==> config.mk <==
export PLATFORM = sky130hd
export DESIGN_NAME = matmul_seq_ctrl
export DESIGN_NICKNAME = d
export VERILOG_FILES = /design/src/rtl/matmul_seq_ctrl.sv
export SDC_FILE = /design/constraint.sdc
export NUM_CORES = 1
export LEC_CHECK = 0
export ABC_AREA = 1
export CORE_ASPECT_RATIO = 0.5
export CORE_MARGIN = 5
export CORE_UTILIZATION = 45
export CTS_CLUSTER_DIAMETER = 100
export DETAILED_ROUTE_END_ITERATION = 12
export PLACE_DENSITY = 0.87
export SYNTH_ARGS = -nofsm -noshare
export SYNTH_HDL_FRONTEND = slang
export SYNTH_SLANG_ARGS = --single-unit
==> constraint.sdc <==
create_clock -name clk -period 2 [get_ports clk]
set_input_delay 0.3 -clock clk [delete_from_list [all_inputs] [get_ports clk]]
set_output_delay 0.3 -clock clk [all_outputs]
set_load 0.005 [all_outputs]
==> src/rtl/matmul_seq_ctrl.sv <==
// Sequencer for the 2x2 8-bit matrix-multiply datapath: streams 8 operand bytes in,
// waits a settle time, then streams the 4 products out on a registered valid/ready port.
module matmul_seq_ctrl #(
  parameter int unsigned SETTLE_CYCLES = 2,
  parameter int unsigned RES_W         = 17
) (
  input  logic             clk,
  input  logic             reset,
  input  logic             start,
  input  logic             abort,
  input  logic             in_valid,
  output logic             in_ready,
  input  logic [7:0]       in_data,
  output logic             out_valid,
  input  logic             out_ready,
  output logic [RES_W-1:0] out_data,
  output logic [1:0]       out_idx,
  output logic             busy,
  output logic             done,
  output logic [2:0]       mm_sel_in,
  output logic [7:0]       mm_input_val,
  output logic             mm_execute,
  output logic [1:0]       mm_sel_out,
  input  logic [RES_W-1:0] mm_result
);

  typedef enum logic [2:0] {
    StIdle,
    StLoad,
    StSettle,
    StCapture,
    StPresent
  } state_e;

  localparam logic [3:0] SettleLast = 4'(SETTLE_CYCLES - 1);

  state_e             state_q, state_d;
  logic [2:0]         ld_cnt_q, ld_cnt_d;
  logic [1:0]         rd_idx_q, rd_idx_d;
  logic [3:0]         settle_cnt_q, settle_cnt_d;
  logic               out_valid_q, out_valid_d;
  logic [RES_W-1:0]   out_data_q, out_data_d;
  logic [1:0]         out_idx_q, out_idx_d;
  logic               done_q, done_d;
  logic               load_fire;

  // abort blocks the beat in the same cycle, so in_ready must see it combinationally
  assign in_ready     = (state_q == StLoad) && !abort;
  assign load_fire    = in_valid && in_ready;
  assign mm_execute   = !load_fire;
  assign mm_sel_in    = (state_q == StLoad) ? ld_cnt_q : 3'd0;
  assign mm_input_val = ((state_q == StLoad) && in_valid) ? in_data : 8'd0;
  assign mm_sel_out   = ((state_q == StCapture) || (state_q == StPresent)) ? rd_idx_q : 2'd0;
  assign busy         = (state_q != StIdle);
  assign out_valid    = out_valid_q;
  assign out_data     = out_data_q;
  assign out_idx      = out_idx_q;
  assign done         = done_q;

  always_comb begin
    state_d      = state_q;
    ld_cnt_d     = ld_cnt_q;
    rd_idx_d     = rd_idx_q;
    settle_cnt_d = settle_cnt_q;
    out_valid_d  = out_valid_q;
    out_data_d   = out_data_q;
    out_idx_d    = out_idx_q;
    done_d       = 1'b0;

    unique case (state_q)
      StIdle: begin
        if (start) begin
          state_d  = StLoad;
          ld_cnt_d = 3'd0;
        end
      end
      StLoad: begin
        if (load_fire) begin
          ld_cnt_d = ld_cnt_q + 3'd1;
          if (ld_cnt_q == 3'd7) begin
            state_d      = StSettle;
            settle_cnt_d = 4'd0;
          end
        end
      end
      StSettle: begin
        if (settle_cnt_q == SettleLast) begin
          state_d  = StCapture;
          rd_idx_d = 2'd0;
        end else begin
          settle_cnt_d = settle_cnt_q + 4'd1;
        end
      end
      StCapture: begin
        out_data_d  = mm_result;
        out_idx_d   = rd_idx_q;
        out_valid_d = 1'b1;
        state_d     = StPresent;
      end
      StPresent: begin
        if (out_ready) begin
          out_valid_d = 1'b0;
          if (rd_idx_q == 2'd3) begin
            done_d  = 1'b1;
            state_d = StIdle;
          end else begin
            rd_idx_d = rd_idx_q + 2'd1;
            state_d  = StCapture;
          end
        end
      end
      default: state_d = StIdle;
    endcase

    if (abort) begin
      state_d     = StIdle;
      ld_cnt_d    = 3'd0;
      rd_idx_d    = 2'd0;
      out_valid_d = 1'b0;
      done_d      = 1'b0;
    end
  end

  always_ff @(posedge clk) begin
    if (!reset) begin
      state_q      <= StIdle;
      ld_cnt_q     <= 3'd0;
      rd_idx_q     <= 2'd0;
      settle_cnt_q <= 4'd0;
      out_valid_q  <= 1'b0;
      out_data_q   <= '0;
      out_idx_q    <= 2'd0;
      done_q       <= 1'b0;
    end else begin
      state_q      <= state_d;
      ld_cnt_q     <= ld_cnt_d;
      rd_idx_q     <= rd_idx_d;
      settle_cnt_q <= settle_cnt_d;
      out_valid_q  <= out_valid_d;
      out_data_q   <= out_data_d;
      out_idx_q    <= out_idx_d;
      done_q       <= done_d;
    end
  end

endmodule

==> results by stage, run 1 <==
Outcome:
- The run finished with clean final reports.

STA:
- The total negative slack for setup checks is 0 ns.
- After layout, the worst setup slack is between 0.07 and 0.08 ns.
- The setup violation total in the final timing report is 0.
- The max-slew violation total from the final report came to 0.
- The worst max-slew margin expressed relative to the limit is slightly above 80%.
- The share of the clock period used by the worst path is a little over nine tenths.
- The post-layout minimum cycle time is between 1.5 and 2 ns.
- Static timing analysis puts the maximum clock frequency at between 500 and 600 MHz.
- Setup repair after global routing could not meet its margin everywhere.
- At the pin with the least slew margin, the transition time is about 0.27 ns.
- The final worst hold slack is a little under 0.5 ns.
- Between clock sinks in the finished design, the worst skew comes to around 0.0070 ns.
- The number of hold violations in the final report is 0.

Placed design:
- Including well taps, the total number of placed cells is 330.
- The wire-length estimate of the detail-placed layout is 3293 µm.
- At the placement stage, the worst setup path has a slack of -0.01213 ns.
- At the end of routability-driven placement, the weighted congestion stood at roughly 0.8.
- Buffers placed on the I/O ports in this run total 67.

Cells and area:
- The final net count is ~330.
- Cells with a size suffix above 1 make up 12.46% of the layout.
- The count of cells in the finished layout, fillers not included, comes to between 300 and 400.
- The layout-stage area growth over the synthesis result is 57.58%.
- Summing all multi-input logic gate instances after layout gives roughly 760 µm².
- Across the whole layout, storage elements account for 669.4 µm².
- The diode insertion count for antenna repair is 0.
- The filler cells instantiated in the layout total approximately 270.

Hold path:
- The launch point of the worst hold path is out_valid$_SDFFE_PP0P_.
- The worst min-delay path class is flip-flop to flip-flop.
- The destination of the worst hold path is out_valid$_SDFFE_PP0P_.
- The worst hold path cell count is 2.

Detailed routing:
- The via count is between 1500 and 2000.
- After detailed routing, the average wire length per cell comes to 13.57 µm.
- In the routed layout, each cell is associated on average with a via count of roughly 5.0.
- In this run the remaining antenna-violating nets after routing total 0.
- The DRC violation total after the first TritonRoute iteration is 135.
- The detailed-routing iteration count for the pre-antenna-repair pass is 4.
- The total length of routed wires is roughly 4600 µm.
- For this run, design rule violations remaining after detail routing come to 0.

Critical path:
- The required arrival time at the worst endpoint is roughly 1.7 ns.
- Counting cells, the worst reg-to-reg path comes to 8.
- The critical path is of the flip-flop to output port type.
- Across all register-to-register paths, the minimum setup slack is between 0.5 and 0.6 ns.
- Data arrives at the worst endpoint at between 1.5 and 2 ns.
- The endpoint of the worst-slack reg-to-reg timing path is rd_idx_q[0]$_SDFFE_PP0P_.
- The worst setup path is launched from a flip-flop.
- The beginning of the worst register-to-register path is state_q[0]$_SDFFE_PP0P_.
- Along the worst path, the maximum fanout reaches 4.
- The type of destination of the critical path is an output port.

Power and ir drop:
- The design draws between 1 and 1.5 mW.
- VDD sags by at most ~0.4 mV.
- The power density over the cells is just under 600 nW/µm².
- The leakage power is between 1 and 1.5 nW.

Die:
- After floorplanning, the core was divided into 15 placement rows.
- The chip width is approximately 93 µm.
- The floorplan die area is approximately 4800 µm².
- The placeable core area is ~3400 µm².
- The initial utilization of the core area, before any placement, comes to a little under half.
- For this design the top-level I/O count stands at between 60 and 70.
- The vertical die dimension is about 50 µm.

Logic synthesis:
- The synthesized area divided by synthesized cell count is roughly 7 µm².
- The number of synthesized register bits is 33.
- The post-synthesis cell area is between 1500 and 2000 µm².
- After synthesis, the share of flip-flops with an asynchronous set or reset is 0%.
- The fraction of the yosys area taken by sequential cells is a little over two fifths.
- The post-synthesis instance total is between 200 and 250.
- The number of nets produced by synthesis is 258.
- The most used flip-flop cell after synthesis is sky130_fd_sc_hd__dfxtp_1.
- By instance count, the leading cell after synthesis is sky130_fd_sc_hd__nor2_1.
- By count the netlist is led by 56 x sky130_fd_sc_hd__nor2_1, 33 x sky130_fd_sc_hd__dfxtp_1, 25 x sky130_fd_sc_hd__inv_1, 25 x sky130_fd_sc_hd__nand2_1, 18 x sky130_fd_sc_hd__o21ai_0.
- The top cell type's share of synthesized area is a little over two fifths.
- The number of different library cells in the post-synthesis netlist is 25.
- The biggest area contributor in the post-synthesis netlist is sky130_fd_sc_hd__dfxtp_1.
- The count of synthesis-stage warnings from yosys is 0.
- By area the synthesized netlist is led by sky130_fd_sc_hd__dfxtp_1 43%, sky130_fd_sc_hd__nor2_1 14%, sky130_fd_sc_hd__inv_1 6.0%, sky130_fd_sc_hd__nand2_1 6.0%, sky130_fd_sc_hd__o21ai_0 5.8%.
- In this run, synthesis inferred 0 flip-flops with an integrated enable.

Global routing:
- The initial antenna violation count came to 0.
- For this run, the total global-route usage over all layers was measured as between 10% and 20%.
- The number of global-route vias before repair was between 1500 and 2000.
- The first global-routing pass estimated ~7400 µm of wire.
- The largest net degree at the start of global routing is 22.
- The overflow left after global routing is 0.

Clock network:
- In this run, CTS created clock tree buffers numbering 5.
- The number of buffers on the longest clock path is 2.
- The cell sitting at the root of the clock tree is a sky130_fd_sc_hd__clkbuf_8.
- CTS built an H-tree with a depth of 2.
- The tree built by TritonCTS fans out to 33 sinks.
- The insertion delay of the later-clocked pin in the worst-skew pair is 0.29 ns.
- The CTS tree is done.
- Clock-pin slew was measured on the worst setup and hold paths at approximately 0.07 ns.

Run:
- The number of maximum-capacitance constraint violations is 0.
-- where the power goes --
| group | total (mW) | internal [mW] | leakage [nW] | switching, mW |
|---|---|---|---|---|
| combinational | 0.211 | 0.110 | 0.917 | 0.101 |
| clock | 0.559 | 0.311 | 0.0542 | 0.248 |
| sequential | 0.679 | 0.666 | 0.268 | 0.0123 |
| total | 1.45 | 1.09 | 1.24 | 0.362 |
-- final cells by class --
| type | instances | share of cell area [%] |
|---|---|---|
| sequential | 33 | 27.38 |
| timing repair buffer | 73 | 30.45 |
| tap | 42 | 2.149 |
| inverter | 31 | 4.759 |
| clock buffer | 7 | 3.941 |
| multi-input combinational | 152 | 31.12 |
| clock inverter | 1 | 0.2047 |
-- through the flow --
stage	util, %	instance area [µm²]
final	72.37	2445
after global routing	72.37	2445
after CTS	70.96	2397
after detailed placement	67.63	2285
after global placement	67.63	2285
after floorplan	-	1551
-- worst max-delay path: stages (launching register included) --
cell	delay, ns
sky130_fd_sc_hd__dfxtp_4	0.36
sky130_fd_sc_hd__nor2_2	0.17
sky130_fd_sc_hd__nand2_1	0.13
sky130_fd_sc_hd__a21oi_1	0.17
sky130_fd_sc_hd__clkdlybuf4s50_1	0.51
-- worst max path at each step --
stage | from | to | slack [ns]
CTS | state_q[2]$_SDFFE_PP0P_ | mm_input_val[3] | 0.02
detailed placement | in_valid | mm_input_val[3] | -0.01
floorplan | state_q[0]$_SDFFE_PP0P_ | mm_sel_out[0] | 0.67
global placement | in_valid | mm_input_val[7] | 0.04
finish | state_q[0]$_SDFFE_PP0P_ | mm_sel_out[0] | 0.07
global route | state_q[0]$_SDFFE_PP0P_ | mm_sel_out[0] | -0.01
-- state kept, by name (all words and copies together), names as in the netlist --
register	cells
out_data	17
done	1
out_idx	2
state_q	3
rd_idx_q	2
settle_cnt_q	4
ld_cnt_q	3
out_valid	1
-- routing by layer --
metal / GRT usage [%] / wire length, µm / share of wire (%)
met5: 0 / 0 / 0
met1: 20.52 / 1813 / 39
met3: 7.659 / 352 / 7.7
met4: 9.246 / 106 / 2.3
met2: 36.59 / 2328 / 51
-- logic make-up (layout without fill, tap and decap cells) --
group / after synthesis / count (layout) / synth area share [%]
xor gates and xnor gates: 1 / 1 / 0.5646
DFF: 33 / 33 / 42.58
and+or+nand+nor: 110 / 110 / 30.97
AOI/OAI and AO/OA: 36 / 36 / 12.58
buffers and inverters: 37 / 112 / 9.274
adders and majority gates: 5 / 5 / 4.032
-- timing repair --
item,in CTS,in global routing
buffers inserted,1,0
setup endpoints to repair,10,14
hold buffers,0,0
resized for setup,3,17
-- cells in the final DEF, fill, tap and decap left out, types with 4 or more instances in the layout --
cell type                         netlist  final
sky130_fd_sc_hd__inv_2                  5      6
sky130_fd_sc_hd__dlymetal6s2s_1         0     10
sky130_fd_sc_hd__nand2_1               25     25
sky130_fd_sc_hd__inv_1                 25     24
sky130_fd_sc_hd__clkdlybuf4s50_1        0     57
sky130_fd_sc_hd__buf_4                  0      5
sky130_fd_sc_hd__dfxtp_1               33     30
sky130_fd_sc_hd__ha_1                   5      5
sky130_fd_sc_hd__nand3_1               12     12
sky130_fd_sc_hd__a21oi_1               15     15
sky130_fd_sc_hd__nor2_1                56     55
sky130_fd_sc_hd__nor2_2                 5      5
sky130_fd_sc_hd__clkbuf_8               0      7
sky130_fd_sc_hd__o21ai_0               18     18
sky130_fd_sc_hd__nand2_2                4      4
Note: power is estimated with default switching activity, not from simulation.
==> run 2, diff against run 1 <==
Settings changed: RECOVER_POWER from default to 50.
==> run 2 against run 1 <==
- first-iteration DRC count shrank 7.4%
- total power hardly changed
- sequential share of layout area barely moved
- via count is the same
- largest power group unchanged
- routed wire length shrank 0.93%
- final area is 0.15% lower
- setup slack improved by 0.00057 ns
- cell count stayed put
- register-to-register slack lost 0.22 ns
- hold slack improved by 0.00097 ns
==> results by stage, run 2 (synthesis results as in run 1) <==
Outcome:
- The run finished with clean final reports.

Critical path:
- The type of the setup path with the least slack is flip-flop to output port.
- The critical-path maximum fanout is 9.
- The type of destination of the critical path is an output port.
- The start point of the critical path is state_q[2]$_SDFFE_PP0P_.
- The endpoint of the worst-slack reg-to-reg timing path is out_idx[0]$_SDFFE_PN0P_.
- The beginning of the worst register-to-register path is state_q[0]$_SDFFE_PP0P_.
- The required arrival time at the worst endpoint is between 1.5 and 2 ns.
- The minimum setup slack among reg-to-reg paths is between 0.3 and 0.4 ns.
- The number of cells on the worst reg-to-reg path is 5.
- The arrival time at the worst endpoint is 1.63 ns.
- The kind of launch point of the worst setup path is a flip-flop.

Clock network:
- The buffer type at the clock tree root is sky130_fd_sc_hd__clkbuf_8.
- The number of buffers inserted during clock tree synthesis is 5.
- The number of hold buffers added after CTS was 0.
- CTS built an H-tree with a depth of 2.
- After clock tree synthesis, the clock-pin slew on the worst setup and hold paths is 0.07 ns.
- The number of buffers on the longest clock path is 2.
- The number of clock sinks is 33.
- The later pin in the worst-skew pair is clocked with a latency of between 0.2 and 0.3 ns.
- TritonCTS built the clock tree.

Detailed routing:
- The total length of routed wires is ~4600 µm.
- Dividing the detail-routed wire length by the instance count gives about 13 µm.
- The detailed-routing iteration count for the pre-antenna-repair pass is 4.
- The via count is approximately 1700.
- The DRC violation total after the first TritonRoute iteration is approximately 130.
- The DRC violation count after routing is 0.
- The number of nets still failing antenna checks after routing is 0.
- After detailed routing, the number of vias per cell comes to 4.994.

Global routing:
- Across every metal layer, demand over resource in global routing totals 19.96%.
- The initial antenna violation count came to 0.
- The number of global-route vias before repair was around 1700.
- Global routing finished with a remaining overflow of 0.
- The first global-routing pass estimated between 7000 and 8000 µm of wire.
- The largest net degree at the start of global routing is 22.

Die:
- The count of boundary I/O pins is slightly below 70.
- For this configuration, the core starts out at a cell density of a little under half.
- The vertical die dimension is between 50 and 60 µm.
- The total area inside the core boundary comes to between 3000 and 4000 µm².
- The chip width is around 93 µm.
- The placement row count is 15.
- The floorplan die area is roughly 4800 µm².

STA:
- The total negative slack for setup checks is 0 ns.
- The max-slew violation total from the final report was 0.
- The largest clock skew in the final design is 0.006916 ns.
- The number of hold violations in the final report came to 0.
- The share of the clock period used by the worst path is between 90% and 100%.
- At the pin with the least slew margin, the transition time is around 0.78 ns.
- The post-layout minimum cycle time is between 1.5 and 2 ns.
- Measured against its own limit, the worst slew margin works out to about 48%.
- Setup violations remaining at the end of the flow were counted as 0.
- The peak clock frequency supported by timing is just over 500 MHz.
- Setup repair after global routing could not meet its margin everywhere.

Hold path:
- The launch point of the worst hold path is out_valid$_SDFFE_PP0P_.
- For hold timing, the worst endpoint is out_valid$_SDFFE_PP0P_.
- The worst min-delay path class is flip-flop to flip-flop.
- The worst hold path cell count is 2.

Placed design:
- The placed wire-length estimate is 3293 µm.
- The global placer's final weighted congestion is between 0.8 and 0.9.
- The count of input and output buffers is 67.
- The placed instance area is around 2300 µm².

Run:
- Max-cap violations in this run came to 0.

Cells and area:
- In the final layout, the share of cells above drive strength 1 is 12.12%.
- The most frequent standard cell in the layout excluding fill and tap cells is sky130_fd_sc_hd__clkdlybuf4s50_1.
- The register with the most flip-flops in the layout has 17 of them.
- The final net count is 332.
- The diode insertion count for antenna repair is 0.
- The filler cell count in the final layout is 269.
- Relative to the synthesized area, the layout overhead comes to 57.34%.
- The finished cells cover ~2400 µm².
- The top cell types in the final layout, fill and taps aside, are 57 x sky130_fd_sc_hd__clkdlybuf4s50_1, 55 x sky130_fd_sc_hd__nor2_1, 30 x sky130_fd_sc_hd__dfxtp_1.

Power and ir drop:
- The maximum ir drop on the vdd rail is 0.4016 mV.
- The power density over the cells is between 500 and 600 nW/µm².
- Summed over all cells, the static leakage comes to ~1.2 nW.
[run 2: changes by cell type in the layout (fill, tap and decap cells not counted)]
| cell | previous run | this run |
|---|---|---|
| sky130_fd_sc_hd__buf_4 | 5 | 4 |
| sky130_fd_sc_hd__clkbuf_1 | 0 | 1 |
[run 2: critical path, cell delays in order (launching register included)]
cell	delay, ns
sky130_fd_sc_hd__dfxtp_4	0.37
sky130_fd_sc_hd__nor2_2	0.11
sky130_fd_sc_hd__nand2_2	0.10
sky130_fd_sc_hd__buf_6	0.16
sky130_fd_sc_hd__nor2_1	0.09
sky130_fd_sc_hd__clkdlybuf4s50_1	0.51
[run 2: power breakdown]
group,internal [mW],switching (mW)
combinational,0.110,0.101
sequential,0.666,0.0120
clock,0.311,0.249
total,1.09,0.362
[run 2: cell type report]
| class | count | area [µm²] | area share (%) |
|---|---|---|---|
| multi-input cells | 152 | 760.7 | 31.16 |
| inverters | 31 | 116.4 | 4.767 |
| clock buffers | 7 | 96.34 | 3.947 |
| well taps | 42 | 52.55 | 2.153 |
| clock inverters | 1 | 5.005 | 0.2050 |
| repair buffers | 73 | 740.7 | 30.34 |
| flip-flops and latches | 33 | 669.4 | 27.42 |
[run 2: timing repair]
item	4_1_cts	5_1_grt
resized for setup	3	17
setup endpoints to repair	10	14
buffers inserted	1	0
[run 2: layer usage]
metal	global-route usage, %	part of all wire [%]	wire, µm	up-vias
met2	36.59	51	2305	66
met4	9.246	2.6	119	0
li1	-	-	-	839
met5	0	0	0	-
met1	20.52	38	1750	776
met3	7.659	8.4	382	12
[run 2: worst max path at each step]
stage | to | slack, ns | cells past startpoint
CTS | mm_input_val[3] | 0.02 | 6
floorplan | mm_sel_out[0] | 0.67 | 5
global route | mm_sel_out[0] | -0.01 | 4
detailed placement | mm_input_val[3] | -0.01 | 6
global placement | mm_input_val[7] | 0.04 | 6
finish | mm_sel_in[2] | 0.07 | 5
[run 2: per-stage QoR]
stage                     worst slack [ns]  hold slack [ns]  total power, mW  cells  util [%]
after global routing              -0.01455           0.4885            1.513    339     72.26
after detailed placement          -0.01213           0.4611           0.8958    330     67.63
final                              0.07093           0.4868            1.449    339     72.26
after CTS                          0.02408           0.4702            1.447    339     70.96
after global placement             0.04169           0.4542           0.8883    330     67.63
after floorplan                     0.6656           0.4341           0.7848    222         -
==> run 3, diff against run 2 <==
Settings changed: CELL_PAD_IN_SITES_DETAIL_PLACEMENT from default to 1, CELL_PAD_IN_SITES_GLOBAL_PLACEMENT from default to 1, CORE_UTILIZATION 45 to 30, PLACE_DENSITY 0.87 to 0.85, RECOVER_POWER 50 to default, SLEW_MARGIN from default to 10.
==> run 3 against run 2 <==
- combinational power rose by 2%
- sequential cell count did not move
- routed wire length rose by 15%
- setup slack got worse by 0.0074 ns
- sequential power barely moved
- sequential share of layout area fell by 0.81 points
==> results by stage, run 3 (synthesis results as in run 1) <==
Cells and area:
- The filler cell count in the final layout is 629.
- The area growth from synthesis to layout is 61.53%.
- The finished cells cover 2506 µm².
- The diode insertion count for antenna repair is 0.
- The final core utilization is roughly half.
- The top cell types in the final layout, fill and taps aside, are 55 x sky130_fd_sc_hd__nor2_1, 55 x sky130_fd_sc_hd__clkdlybuf4s50_1, 30 x sky130_fd_sc_hd__dfxtp_1.
- The register with the most flip-flops in the layout has 17 of them.
- In the final layout, the multi-input gates occupy slightly below 800 µm².
- The share of post-route cells with drive strength above 1 is 12.46%.
- Registers take 666.9 µm².
- The final layout contains between 300 and 400 nets.

Die:
- The placement row count is 18.
- For this design the top-level I/O count stands at between 60 and 70.
- The initial core utilization is between 30 and 40%.
- The vertical die dimension is ~61 µm.
- The total area inside the core boundary comes to roughly 5000 µm².
- The floorplan die area is between 6000 and 7000 µm².
- The chip width is 111.7 µm.

STA:
- Of the available clock period, the critical path in the final layout requires 96.82%.
- Measured against its own limit, the worst slew margin works out to slightly above 80%.
- The clock period could shrink to approximately 1.9 ns.
- The largest clock skew in the final design is between 0.006 and 0.007 ns.
- The max-slew violation total from the final report is 0.
- The setup violation total in the final timing report is 0.
- Setup repair after global routing left no endpoint under its margin.
- The slew at the pin closest to its max-slew limit is 0.2711 ns.
- The peak clock frequency supported by timing is 516.4 MHz.
- The number of hold violations in the final report was 0.
- Adding up every negative setup slack in the final design gives 0 ns.
- The setup slack of the critical path after layout is about 0.064 ns.

Placed design:
- The wire-length estimate of the detail-placed layout is between 3000 and 4000 µm.
- Routability-driven placement finished with a final weighted congestion of between 0.8 and 0.9.
- Prior to clock tree synthesis, the placed netlist has a worst setup slack of -0.08437 ns.
- The count of input and output buffers is 67.
- The placed instance area is around 2300 µm².

Critical path:
- The most critical setup path has its startpoint at in_valid.
- The worst setup path is captured at an output port.
- For the worst flop-to-flop path, the logic depth is 9.
- The required arrival time at the worst endpoint is about 1.7 ns.
- In this run the critical register-to-register path is launched from state_q[1]$_SDFFE_PP0P_.
- The minimum setup slack among reg-to-reg paths is around 0.62 ns.
- The worst setup path is launched from a primary input.
- Of all nets on the critical path, the largest fanout is 8.
- Data on the critical path arrives at its endpoint at roughly 1.6 ns.
- The worst register-to-register path ends at settle_cnt_q[1]$_SDFFE_PN0P_.
- The worst setup path is of the primary input to output port kind.

Power and ir drop:
- The proportion of power drawn by the clock network is 42.8%.
- Summed over all nets, the switching power comes to around 0.39 mW.
- The worst-case IR drop observed on VDD is between 0.3 and 0.4 mV.
- Summing internal, switching and leakage power gives 1.568 mW.
- Net switching is roughly 25% of the power.
- The internal power contribution is around 1.2 mW.
- The leakage power is between 1 and 1.5 nW.
- Sequential cells burn approximately 43% of the power.
- The power density over the cells is between 600 and 700 nW/µm².
- Of the total power, combinational logic draws between 10% and 20%.

Detailed routing:
- For this block, the via count after detailed routing is about 1700.
- Dividing the detail-routed wire length by the instance count gives around 14 µm.
- The detailed-routing iteration count for the pre-antenna-repair pass is 4.
- The number of nets still failing antenna checks after routing is 0.
- The detailed router finished its first iteration with 62 violations.
- The total length of routed wires is around 5200 µm.
- The DRC violation count after routing is 0.
- After detailed routing, the number of vias per cell comes to 4.534.

Global routing:
- The overflow left after global routing is 0.
- The number of global-route vias before repair is roughly 1900.
- The met1 global-route usage is 16.80%.
- Global routing used about 16% of the available tracks.
- The fraction of met3 tracks used by global routing is approximately 3.7%.
- met2 is the most crowded layer.
- The global-route wire length before repair is roughly 8600 µm.
- The initial antenna violation count is 0.
- Entering global routing, the biggest net connects 22 pins.
- The met2 usage is just over 30%.

Clock network:
- The number of levels the H-tree was split into is 2.
- The number of buffers inserted during clock tree synthesis is 5.
- The insertion delay of the later-clocked pin in the worst-skew pair is a little under 0.3 ns.
- The clock passes through at most 2 buffers.
- The buffer type at the clock tree root is sky130_fd_sc_hd__clkbuf_8.
- Clock-pin slew was measured on the worst setup and hold paths at around 0.07 ns.
- The CTS tree is done.
- The number of clock sinks is 33.

Hold path:
- The destination of the worst hold path is out_valid$_SDFFE_PP0P_.
- The tightest min-delay check is of the flip-flop to flip-flop type.
- The worst hold path cell count is 2.
- The launch point of the worst hold path is out_valid$_SDFFE_PP0P_.

Outcome:
- The flow ran to the end, and the final reports show no timing, DRC or antenna violations.

Run:
- Across the run, the number of max-cap violations was 0.
-- run 3: cell count changes in the layout (fill, tap and decap cells not counted), sizes merged --
cell / before / now
clkdlybuf4s50: 57 / 55
clkinvlp: 0 / 1
buf: 5 / 6
clkinv: 2 / 1
dlygate4sd2: 0 / 2
bufinv: 0 / 1
clkbuf: 8 / 6
-- run 3: power groups by stage --
stage	Sequential (mW)	Clock (mW)	Combinational [mW]
3_3_place_gp	0.694	0	0.199
6_report	0.681	0.671	0.215
2_1_floorplan	0.692	0	0.0930
3_5_place_dp	0.695	0	0.210
4_1_cts	0.680	0.686	0.212
5_1_grt	0.682	0.716	0.236
-- run 3: cell type report --
class	count	area share, %
repair buffers	73	29.61
clock buffers	6	3.295
clock inverters	2	1.498
well taps	70	3.495
flip-flops and latches	33	26.61
inverters	31	4.743
multi-input cells	152	30.75
-- run 3: worst max path at each step --
stage / to / slack (ns) / cells past startpoint
2_1_floorplan: mm_sel_out[0] / 0.67 / 5
6_report: mm_input_val[7] / 0.06 / 6
4_1_cts: mm_sel_out[1] / 0.004 / 5
3_3_place_gp: mm_input_val[6] / 0.03 / 6
3_5_place_dp: mm_input_val[0] / -0.08 / 6
5_1_grt: mm_input_val[7] / 0.004 / 6
-- run 3: what timing repair did --
item	in CTS	in global routing
gates resized for setup	7	17
endpoints found under the hold margin	0	0
cloned	0	0
setup endpoints to repair	10	12
setup buffers	1	0
hold buffers	0	0
-- run 3: per-stage QoR --
stage / hold WS (ns) / std cells
finish: 0.4649 / 367
floorplan: 0.4341 / 222
detailed placement: 0.4606 / 358
global placement: 0.4526 / 358
CTS: 0.4710 / 367
global route: 0.5059 / 367
-- run 3: layer usage --
metal | wire (µm) | up-vias
li1 | - | 840
met1 | 2244 | 778
met2 | 2737 | 39
met3 | 178 | 7
met4 | 70 | 0
met5 | 0 | -
-- run 3: critical path: stages --
cell                              delay [ns]
sky130_fd_sc_hd__clkdlybuf4s50_1        0.48
sky130_fd_sc_hd__inv_1                  0.07
sky130_fd_sc_hd__nor2_4                 0.14
sky130_fd_sc_hd__inv_4                  0.07
sky130_fd_sc_hd__nor2_1                 0.08
sky130_fd_sc_hd__clkdlybuf4s50_1        0.50
